`config.mk`:
```
export PLATFORM = sky130hd
export DESIGN_NAME = mux8_rr_arbiter_flat
export DESIGN_NICKNAME = d
export VERILOG_FILES = /design/src/rtl/mux_arb_pkg.sv /design/src/rtl/mux8_rr_arbiter_if.sv /design/src/rtl/rr_pick8.sv /design/src/rtl/mux8_rr_arbiter.sv /design/src/flat_wrapper.sv
export SDC_FILE = /design/constraint.sdc
export NUM_CORES = 1
export LEC_CHECK = 0
export BUFFER_PORTS_ARGS = -buffer_cell sky130_fd_sc_hd__buf_4
export CORE_ASPECT_RATIO = 1.2
export CORE_MARGIN = 4
export CORE_UTILIZATION = 50
export CTS_CLUSTER_DIAMETER = 80
export DETAILED_ROUTE_END_ITERATION = 7
export GPL_TIMING_DRIVEN = 0
export PLACE_DENSITY = 0.78
export SETUP_SLACK_MARGIN = 0.1
export SLEW_MARGIN = 20
export SYNTH_ARGS = -nofsm -noshare
export SYNTH_HDL_FRONTEND = slang
export SYNTH_SLANG_ARGS = --single-unit
```
`constraint.sdc`:
```
create_clock -name clk -period 10.6 [get_ports clk]
set_clock_uncertainty 0.1 [all_clocks]
set_input_delay 1.06 -clock clk [delete_from_list [all_inputs] [get_ports clk]]
set_output_delay 1.06 -clock clk [all_outputs]
set_load 0.02 [all_outputs]
```
`src/rtl/mux_arb_pkg.sv`:
```
// rtl/mux_arb_pkg.sv - shared constants and state encoding for the 8:1 mux round-robin arbiter
package mux_arb_pkg;

    localparam int N      = 8;
    localparam int SEL_W  = 3;
    localparam int HCNT_W = 4;

    typedef enum logic {
        IDLE  = 1'b0,
        GRANT = 1'b1
    } arb_state_t;

endpackage

```
`src/rtl/mux8_rr_arbiter_if.sv`:
```
// rtl/mux8_rr_arbiter_if.sv - request/grant bundle between requesters and the arbiter
interface mux8_rr_arbiter_if;
    import mux_arb_pkg::*;

    logic [N-1:0]     req;
    logic             done;
    logic [SEL_W-1:0] sel;
    logic [N-1:0]     grant;
    logic             valid;

    modport master (
        output req,
        output done,
        input  sel,
        input  grant,
        input  valid
    );

    modport slave (
        input  req,
        input  done,
        output sel,
        output grant,
        output valid
    );

endinterface

```
`src/rtl/rr_pick8.sv`:
```
// rtl/rr_pick8.sv - combinational round-robin pick: rotate by ptr, priority-encode, un-rotate
module rr_pick8 (
    input  logic [7:0] req,
    input  logic [2:0] ptr,
    output logic [2:0] idx,
    output logic       any
);

    logic [15:0] dbl;
    logic [7:0]  rot;
    logic [2:0]  off;

    always_comb begin
        dbl = {req, req} >> ptr;
        rot = dbl[7:0];
        off = 3'd0;
        // Descending scan so the lowest set bit (closest to ptr) wins.
        for (int i = 7; i >= 0; i--) begin
            if (rot[i]) begin
                off = 3'(i);
            end
        end
        any = |rot;
        idx = ptr + off;
    end

endmodule

```
`src/rtl/mux8_rr_arbiter.sv`:
```
// rtl/mux8_rr_arbiter.sv - registered round-robin arbiter driving the 8:1 mux select
module mux8_rr_arbiter
    import mux_arb_pkg::*;
#(
    parameter int MAX_HOLD = 4
) (
    input  logic               clk,
    input  logic               rst,
    mux8_rr_arbiter_if.slave   bus
);

    arb_state_t        state_q, state_d;
    logic [SEL_W-1:0]  ptr_q, ptr_d;
    logic [HCNT_W-1:0] hcnt_q, hcnt_d;
    logic [SEL_W-1:0]  sel_q, sel_d;
    logic [N-1:0]      grant_q, grant_d;
    logic              valid_q, valid_d;

    logic [SEL_W-1:0]  pick_ptr;
    logic [SEL_W-1:0]  pick_idx;
    logic              pick_any;
    logic              exit_now;

    // While granted, the pick already searches from sel+1 so a handover needs no bubble.
    assign pick_ptr = (state_q == GRANT) ? (sel_q + 3'd1) : ptr_q;

    rr_pick8 u_pick (
        .req (bus.req),
        .ptr (pick_ptr),
        .idx (pick_idx),
        .any (pick_any)
    );

    always_comb begin
        state_d  = state_q;
        ptr_d    = ptr_q;
        hcnt_d   = hcnt_q;
        sel_d    = sel_q;
        grant_d  = grant_q;
        valid_d  = valid_q;
        exit_now = bus.done || !bus.req[sel_q] || (hcnt_q == HCNT_W'(MAX_HOLD - 1));

        if (state_q == IDLE) begin
            if (pick_any) begin
                state_d           = GRANT;
                sel_d             = pick_idx;
                grant_d           = '0;
                grant_d[pick_idx] = 1'b1;
                valid_d           = 1'b1;
                hcnt_d            = '0;
            end
        end else begin
            if (exit_now) begin
                ptr_d = sel_q + 3'd1;
                if (pick_any) begin
                    sel_d             = pick_idx;
                    grant_d           = '0;
                    grant_d[pick_idx] = 1'b1;
                    hcnt_d            = '0;
                end else begin
                    state_d = IDLE;
                    valid_d = 1'b0;
                    grant_d = '0;
                end
            end else begin
                hcnt_d = hcnt_q + 4'd1;
            end
        end
    end

    always_ff @(posedge clk) begin
        if (rst) begin
            state_q <= IDLE;
            ptr_q   <= '0;
            hcnt_q  <= '0;
            sel_q   <= '0;
            grant_q <= '0;
            valid_q <= 1'b0;
        end else begin
            state_q <= state_d;
            ptr_q   <= ptr_d;
            hcnt_q  <= hcnt_d;
            sel_q   <= sel_d;
            grant_q <= grant_d;
            valid_q <= valid_d;
        end
    end

    assign bus.sel   = sel_q;
    assign bus.grant = grant_q;
    assign bus.valid = valid_q;

endmodule
```
`src/flat_wrapper.sv`:
```
// flat-port wrapper written by rule: the top's interface ports become plain ports
module mux8_rr_arbiter_flat import mux_arb_pkg::*;
#(
    parameter int MAX_HOLD = 4
)
  (clk, rst, bus_req, bus_done, bus_sel, bus_grant, bus_valid);
  mux8_rr_arbiter_if bus_i ();
  input  logic clk;
  input  logic rst;
  input wire logic [$bits(bus_i.req)-1:0] bus_req;
  input wire logic [$bits(bus_i.done)-1:0] bus_done;
  output wire logic [$bits(bus_i.sel)-1:0] bus_sel;
  output wire logic [$bits(bus_i.grant)-1:0] bus_grant;
  output wire logic [$bits(bus_i.valid)-1:0] bus_valid;
  assign bus_i.req = bus_req;
  assign bus_i.done = bus_done;
  assign bus_sel = bus_i.sel;
  assign bus_grant = bus_i.grant;
  assign bus_valid = bus_i.valid;
  mux8_rr_arbiter #(.MAX_HOLD(MAX_HOLD)) u_core (.clk(clk), .rst(rst), .bus(bus_i));
endmodule
```
# After elaboration in Yosys (flattened, before gate mapping)
# Cells that the tools add are included.
op_classes:
  shifts: 1
  muxes: 30
  reduce_logical: 9
  addsub: 3
  n_eq_ne: 3
  order_cmp: 3
ops:
  columns: ["operator", "count"]
  rows:
  - ["2-to-1 mux 3 bit", 12]
  - ["2-to-1 mux 8 bit", 4]
  - [">> shifter 16 x 3 -> 8 bit", 1]
  - ["2-to-1 mux 4 bit", 3]
  - ["2-to-1 mux 1 bit", 9]
  - ["< comparator 3 x 4 -> 1 bit (second input constant)", 2]
  - ["OR reduction 8 bit", 1]
  - ["adder 4 x 1 -> 4 bit (second input constant)", 1]
  - ["== test 4 x 2 -> 1 bit (second input constant)", 1]
  - ["!= test 2 bit (second input constant)", 2]
  - ["AND reduction 2 bit", 2]
  - ["adder 3 x 1 -> 3 bit (second input constant)", 1]
  - ["adder 3 bit", 1]
  - ["binary-select mux 1 bit (select 3 bit)", 1]
  - ["demux 1 bit (select 3 bit)", 1]
  - ["greater-or-equal comparator 3 x 1 -> 1 bit (second input constant)", 1]
  - ["AND reduction 3 bit", 1]
  - ["logical OR 1 bit", 2]
  - ["nonzero test 2 bit", 1]
  - ["logical AND 1 bit", 1]
  - ["zero test 1 bit", 1]
totals:
  ff_bits: 20
  wordCells: 55
  in_bits: 11
  output_inout_bits: 12

# Depth between registers and ports, before layout
depth:
  ltp_word: 19
  depth_mapped: 14
  ltp_nobuf: 14

# By module
# A second synthesis with hierarchy kept.
unflattened:
  hier_cells: 168
  area_unflattened_um2: 1654.1
modules_own_cells:
  columns: ["mod", "seq_area_each_um2", "n_inst", "area_per_inst_um2", "cells_each"]
  rows:
  - ["mux8_rr_arbiter", 400.4, 1, 1002.2, 97]
  - ["rr_pick8", 0.0, 1, 651.9, 71]

# Worst setup path before layout
# Ideal clock, no wire load.
synth_timing:
  path_type: "reg-to-reg"
  from: "register u_core.sel_q[0], in the netlist u_core.bus.sel[0]"
  to: "register u_core.grant_q[3], in the netlist u_core.bus.grant[3]"
  setup_ps: 72
  path_slack_ps: 6752
  n_path_buf: 0
  path_stages_with_launch: 15
  required_time_ps: 10428
  period_less_slack_ps: 3848
  t_arrival_ps: 3676
  path_cell_list: "dfxtp_1 > ha_1 > xor2_2 > mux2i_4 > mux4_2 > and2_1 > a221oi_1 > o211ai_1 > a21oi_1 > and2_1 > fa_1 > xnor2_1 > xnor2_1 > or4b_1 > o2bb2ai_1"
synth_between:
  elab_chain_len: 19
  word_cells_on_any_way: 30
  cone_classes: "add/sub: 2; order compare: 2; eq/ne: 1; shift: 1; mux: 17; reduce/logical: 7"
synth_lines:
  columns: ["item", "line_no", "source"]
  rows:
  - ["start, declared", "mux8_rr_arbiter.sv:15", "logic [SEL_W-1:0] sel_q, sel_d;"]
  - ["start signal, assigned", "mux8_rr_arbiter.sv:83", "sel_q <= sel_d;"]
  - ["adder 3 x 1 -> 3 bit", "mux8_rr_arbiter.sv:25", "assign pick_ptr = (state_q == GRANT) ? (sel_q + 3'd1) : ptr_q;"]
  - ["2-to-1 mux 3 bit", "mux8_rr_arbiter.sv:25", null]
  - [">> shifter 16 x 3 -> 8 bit", "rr_pick8.sv:14", "dbl = {req, req} >> ptr;"]
  - ["2-to-1 mux 3 bit (8 in a row)", "rr_pick8.sv:19", "if (rot[i]) begin"]
  - ["adder 3 bit", "rr_pick8.sv:24", "idx = ptr + off;"]
  - ["< comparator 3 x 4 -> 1 bit (implied by the code) / greater-or-equal comparator 3 x 1 -> 1 bit (equally long branches)", "mux8_rr_arbiter.sv:48, mux8_rr_arbiter.sv:58", null]
  - ["logical AND 1 bit (implied by the code)", "mux8_rr_arbiter.sv:48, mux8_rr_arbiter.sv:58", null]
  - ["2-to-1 mux 1 bit (implied by the code)", "mux8_rr_arbiter.sv:48, mux8_rr_arbiter.sv:58", null]
  - ["demux 1 bit (select 3 bit)", null, null]
  - ["2-to-1 mux 8 bit", "mux8_rr_arbiter.sv:55", "if (pick_any) begin"]
  - ["2-to-1 mux 8 bit", "mux8_rr_arbiter.sv:53", "if (exit_now) begin"]
  - ["2-to-1 mux 8 bit", "mux8_rr_arbiter.sv:43", "if (state_q == IDLE) begin"]
  - ["end signal, assigned", "mux8_rr_arbiter.sv:84", "grant_q <= grant_d;"]
  - ["end, declared", "mux8_rr_arbiter.sv:16", "logic [N-1:0] grant_q, grant_d;"]
# Parallel ways exist; a longest one is shown, timed or not. The select of a mux whose other input is x is not followed.
# A chain may end at the register's enable or synchronous reset.

# Worst setup path after layout
# Same ends and word-level chain as after synthesis.

==> flow_metrics.env <==
export IMPL_max_stage_delay_ns=0.60
export IMPL_p_leak_nw=0.739
export IMPL_ant_nets=0
export IMPL_portBuffers=21
export IMPL_drcViolationCount=0
export IMPL_synth_top_flop_cell="dfxtp_1"
export IMPL_die_area_mm2=0.00404
export IMPL_reg2reg_from="u_core.bus.sel[0]"
export IMPL_dr_pass1_iters=4
export IMPL_setup_viol_count_final=0
export IMPL_setup_worst_path_start="u_core.bus.sel[0]"
export IMPL_path_clk_slew_ns=0.12
export IMPL_core_mm2=0.00286
export IMPL_syn_inst=167
export IMPL_p_per_area_mw_per_mm2=271
export IMPL_path_buf_inv=0
export IMPL_ff2ff_setup_slack_ns=6.42
export IMPL_yosysSeqAreaShare_pct=25.9
export IMPL_critPathArrivalTime_ns=4.32
export IMPL_fin_crit_ns=4.18
export IMPL_worstHoldStart="u_core.bus.grant[5]"
export IMPL_synthesis_nets=181
export IMPL_initial_core_util_pct=53.9
export IMPL_io_pins=23
export IMPL_fin_crit_sh_pct=39.4
export IMPL_htreeDepth=1
export IMPL_die_w_um=58.7
export IMPL_holdPathEnd="u_core.bus.grant[5]"
export IMPL_syn2layout_area_growth_pct=16.4
export IMPL_viasPerCell=5.95
export IMPL_antenna_found_initial=0
export IMPL_fin_setup_tns_ns=0
export IMPL_rsz0062_at_grt="no"
export IMPL_cts_tree="yes"
export IMPL_vias=1345
export IMPL_totalWireLength_mm=3.47
export IMPL_path_max_fanout=9
export IMPL_hold_path_class="flop to flop"
export IMPL_cts_buffer_depth=2
export IMPL_cp_cell_sequence="ha_1, xor2_2, mux2i_4, mux4_2, and2_1, a221oi_1, o211ai_1, a21oi_1, and2_1, fa_1, xnor2_1, xnor2_1, or4b_1, o2bb2ai_1"
export IMPL_drive_gt1_share_pct=25.5
export IMPL_clockRootBuffer="clkbuf_4"
export IMPL_grt_pass1_vias=1365
export IMPL_avgSynthCellArea_um2=9.25
export IMPL_synth_edff_count=0
export IMPL_clkLatencyLatePin_ns=0.30
export IMPL_rows=21
export IMPL_grt_max_degree=13
export IMPL_antenna_cells=0
export IMPL_hold_viol_final=0
export IMPL_worstSetupStartpointType="flop"
export IMPL_ys_async_sr_fraction_pct=0
export IMPL_die_h_um=68.9
export IMPL_synthTopCellsByArea="dfxtp_1 (26%), mux4_2 (8.8%), nand3_1 (6.2%)"
export IMPL_placed_area_mm2=0.00174
export IMPL_synth_top_area_share_pct=25.9
export IMPL_synth_top_cell_by_area="dfxtp_1"
export IMPL_synth_area_mm2=0.00154
export IMPL_max_freq_ghz=0.239
export IMPL_grt_overflow_total=0
export IMPL_outcome="finished, final reports clean"
export IMPL_gp_congestion=0.828
export IMPL_cts_sinks=20
export IMPL_drv_cap=0
export IMPL_drt_iter0_drc=52
export IMPL_post_cts_buffers=0
export IMPL_cts_resized=0
export IMPL_track_usage_pct=19.5
export IMPL_path_delay_family="simple AND/OR/NAND/NOR gates"
export IMPL_r2r_end="u_core.bus.grant[3]"
export IMPL_critPathSlowestCell="mux4_2"
export IMPL_fin_nets=207
export IMPL_min_path_cells=1
export IMPL_grt_first_pass_wirelength_mm=6.13
export IMPL_critPathCaptureType="flop"
export IMPL_cts_made_buffers=3
export IMPL_drv_slew=0
export IMPL_hold_buffers=0
export IMPL_worst_slew_pin_slew_ns=0.690
export IMPL_critPathKind="flop to flop"
export IMPL_wl_per_cell_um=15.4
export IMPL_vdd_drop_max_uv=172
export IMPL_stdcell_area_mm2=0.00180
export IMPL_ys_warn_count=0
export IMPL_ys_ff_latch=20
export IMPL_slew_headroom_pct=53.6
export IMPL_dp_hpwl_mm=2.79
export IMPL_cp_required_ns=10.74
export IMPL_ys_types=55
export IMPL_r2r_cells=14
==> layout by cell type, fill, tap and decap left out, types with 3 or more instances in the layout <==
cell type,instances
a22o_1,3
nor2_1,14
and3_1,5
inv_1,3
xnor2_1,3
clkbuf_1,3
buf_4,22
a21oi_1,8
dfxtp_1,20
mux2i_1,9
mux4_2,6
o2bb2ai_1,3
and2_1,8
clkbuf_4,3
nand2_1,7
nand3_1,19
o21ai_0,7
nand2b_1,5
==> where the power goes <==
part,internal (mW),total (mW),switching [mW]
combinational,0.138,0.322,0.184
clock,0.0382,0.0607,0.0225
sequential,0.0911,0.105,0.0138
total,0.267,0.487,0.220
==> per-stage QoR <==
| step | hold slack [ns] | worst slack, ns | std cells | utilization [%] | total power [mW] |
|---|---|---|---|---|---|
| after global placement | 0.351 | 6.41 | 222 | 60.9 | 0.417 |
| after floorplan | 0.358 | 6.75 | 167 | - | 0.355 |
| after CTS | 0.383 | 6.40 | 226 | 62.7 | 0.487 |
| final | 0.380 | 6.42 | 226 | 62.7 | 0.487 |
| after global routing | 0.408 | 6.02 | 226 | 62.7 | 0.531 |
| after detailed placement | 0.351 | 6.36 | 222 | 60.9 | 0.426 |
==> worst reg2reg max path, stage by stage (launching register included) <==
cell	delay, ns
dfxtp_1	0.52
ha_1	0.25
xor2_2	0.11
mux2i_4	0.31
mux4_2	0.60
and2_1	0.18
a221oi_1	0.21
o211ai_1	0.14
a21oi_1	0.26
and2_1	0.20
fa_1	0.19
xnor2_1	0.13
xnor2_1	0.22
or4b_1	0.55
o2bb2ai_1	0.15
==> flip-flops by register name (all words and copies together) (netlist names) <==
name              cells
u_core.state_q        1
u_core.bus.grant      8
u_core.hcnt_q         4
u_core.ptr_q          3
u_core.bus.sel        3
u_core.bus.valid      1
==> kinds of logic (layout without fill, tap and decap cells) <==
kind of cell    count (synthesis)  count (layout)  synth area share [%]
compound gates                 35              35                  18.7
simple gates                   76              76                  28.4
fa+ha+maj                       3               3                  2.92
flops                          20              20                  25.9
buf+inv                        11              36                  3.57
mux                            18              18                  17.7
xor+xnor                        4               4                  2.76
==> cells in the mapped netlist, types with 2 or more instances <==
library cell,n
xnor2_1,3
a211oi_1,2
o21ai_0,7
a22o_1,3
inv_1,3
mux4_2,6
nand2b_1,5
dfxtp_1,20
or3_1,2
mux2i_1,9
clkbuf_1,3
ha_1,2
a21oi_1,8
and3_1,5
nand3_1,19
and2_1,8
buf_2,2
o2bb2ai_1,3
nand2_1,7
and2b_1,2
nor2_1,14
==> metal layers <==
metal	up-vias	share of wire, %	GRT usage [%]
met2	31	51	33.0
met1	623	44	24.9
met3	8	2.9	2.42
met5	-	0	0
li1	683	-	-
met4	0	2.2	8.22
==> cell type report <==
| type | count | area, um2 |
|---|---|---|
| repair buffers | 21 | 158 |
| well taps | 34 | 42.5 |
| flip-flops and latches | 20 | 400 |
| clock buffers | 3 | 22.5 |
| clock inverters | 1 | 30.0 |
| multi-input cells | 136 | 1090 |
| fillers | 251 | 1070 |
| plain buffers | 7 | 40.0 |
| inverters | 4 | 15.0 |
==> worst max-delay path by stage <==
stage | cells after the start | to
after floorplan | 14 | u_core.bus.grant[3]
after global routing | 14 | u_core.bus.grant[3]
after detailed placement | 13 | u_core.bus.grant[3]
after CTS | 14 | u_core.bus.grant[3]
after global placement | 13 | u_core.bus.grant[0]
final | 14 | u_core.bus.grant[3]
Power figures use the tool's default switching activity.
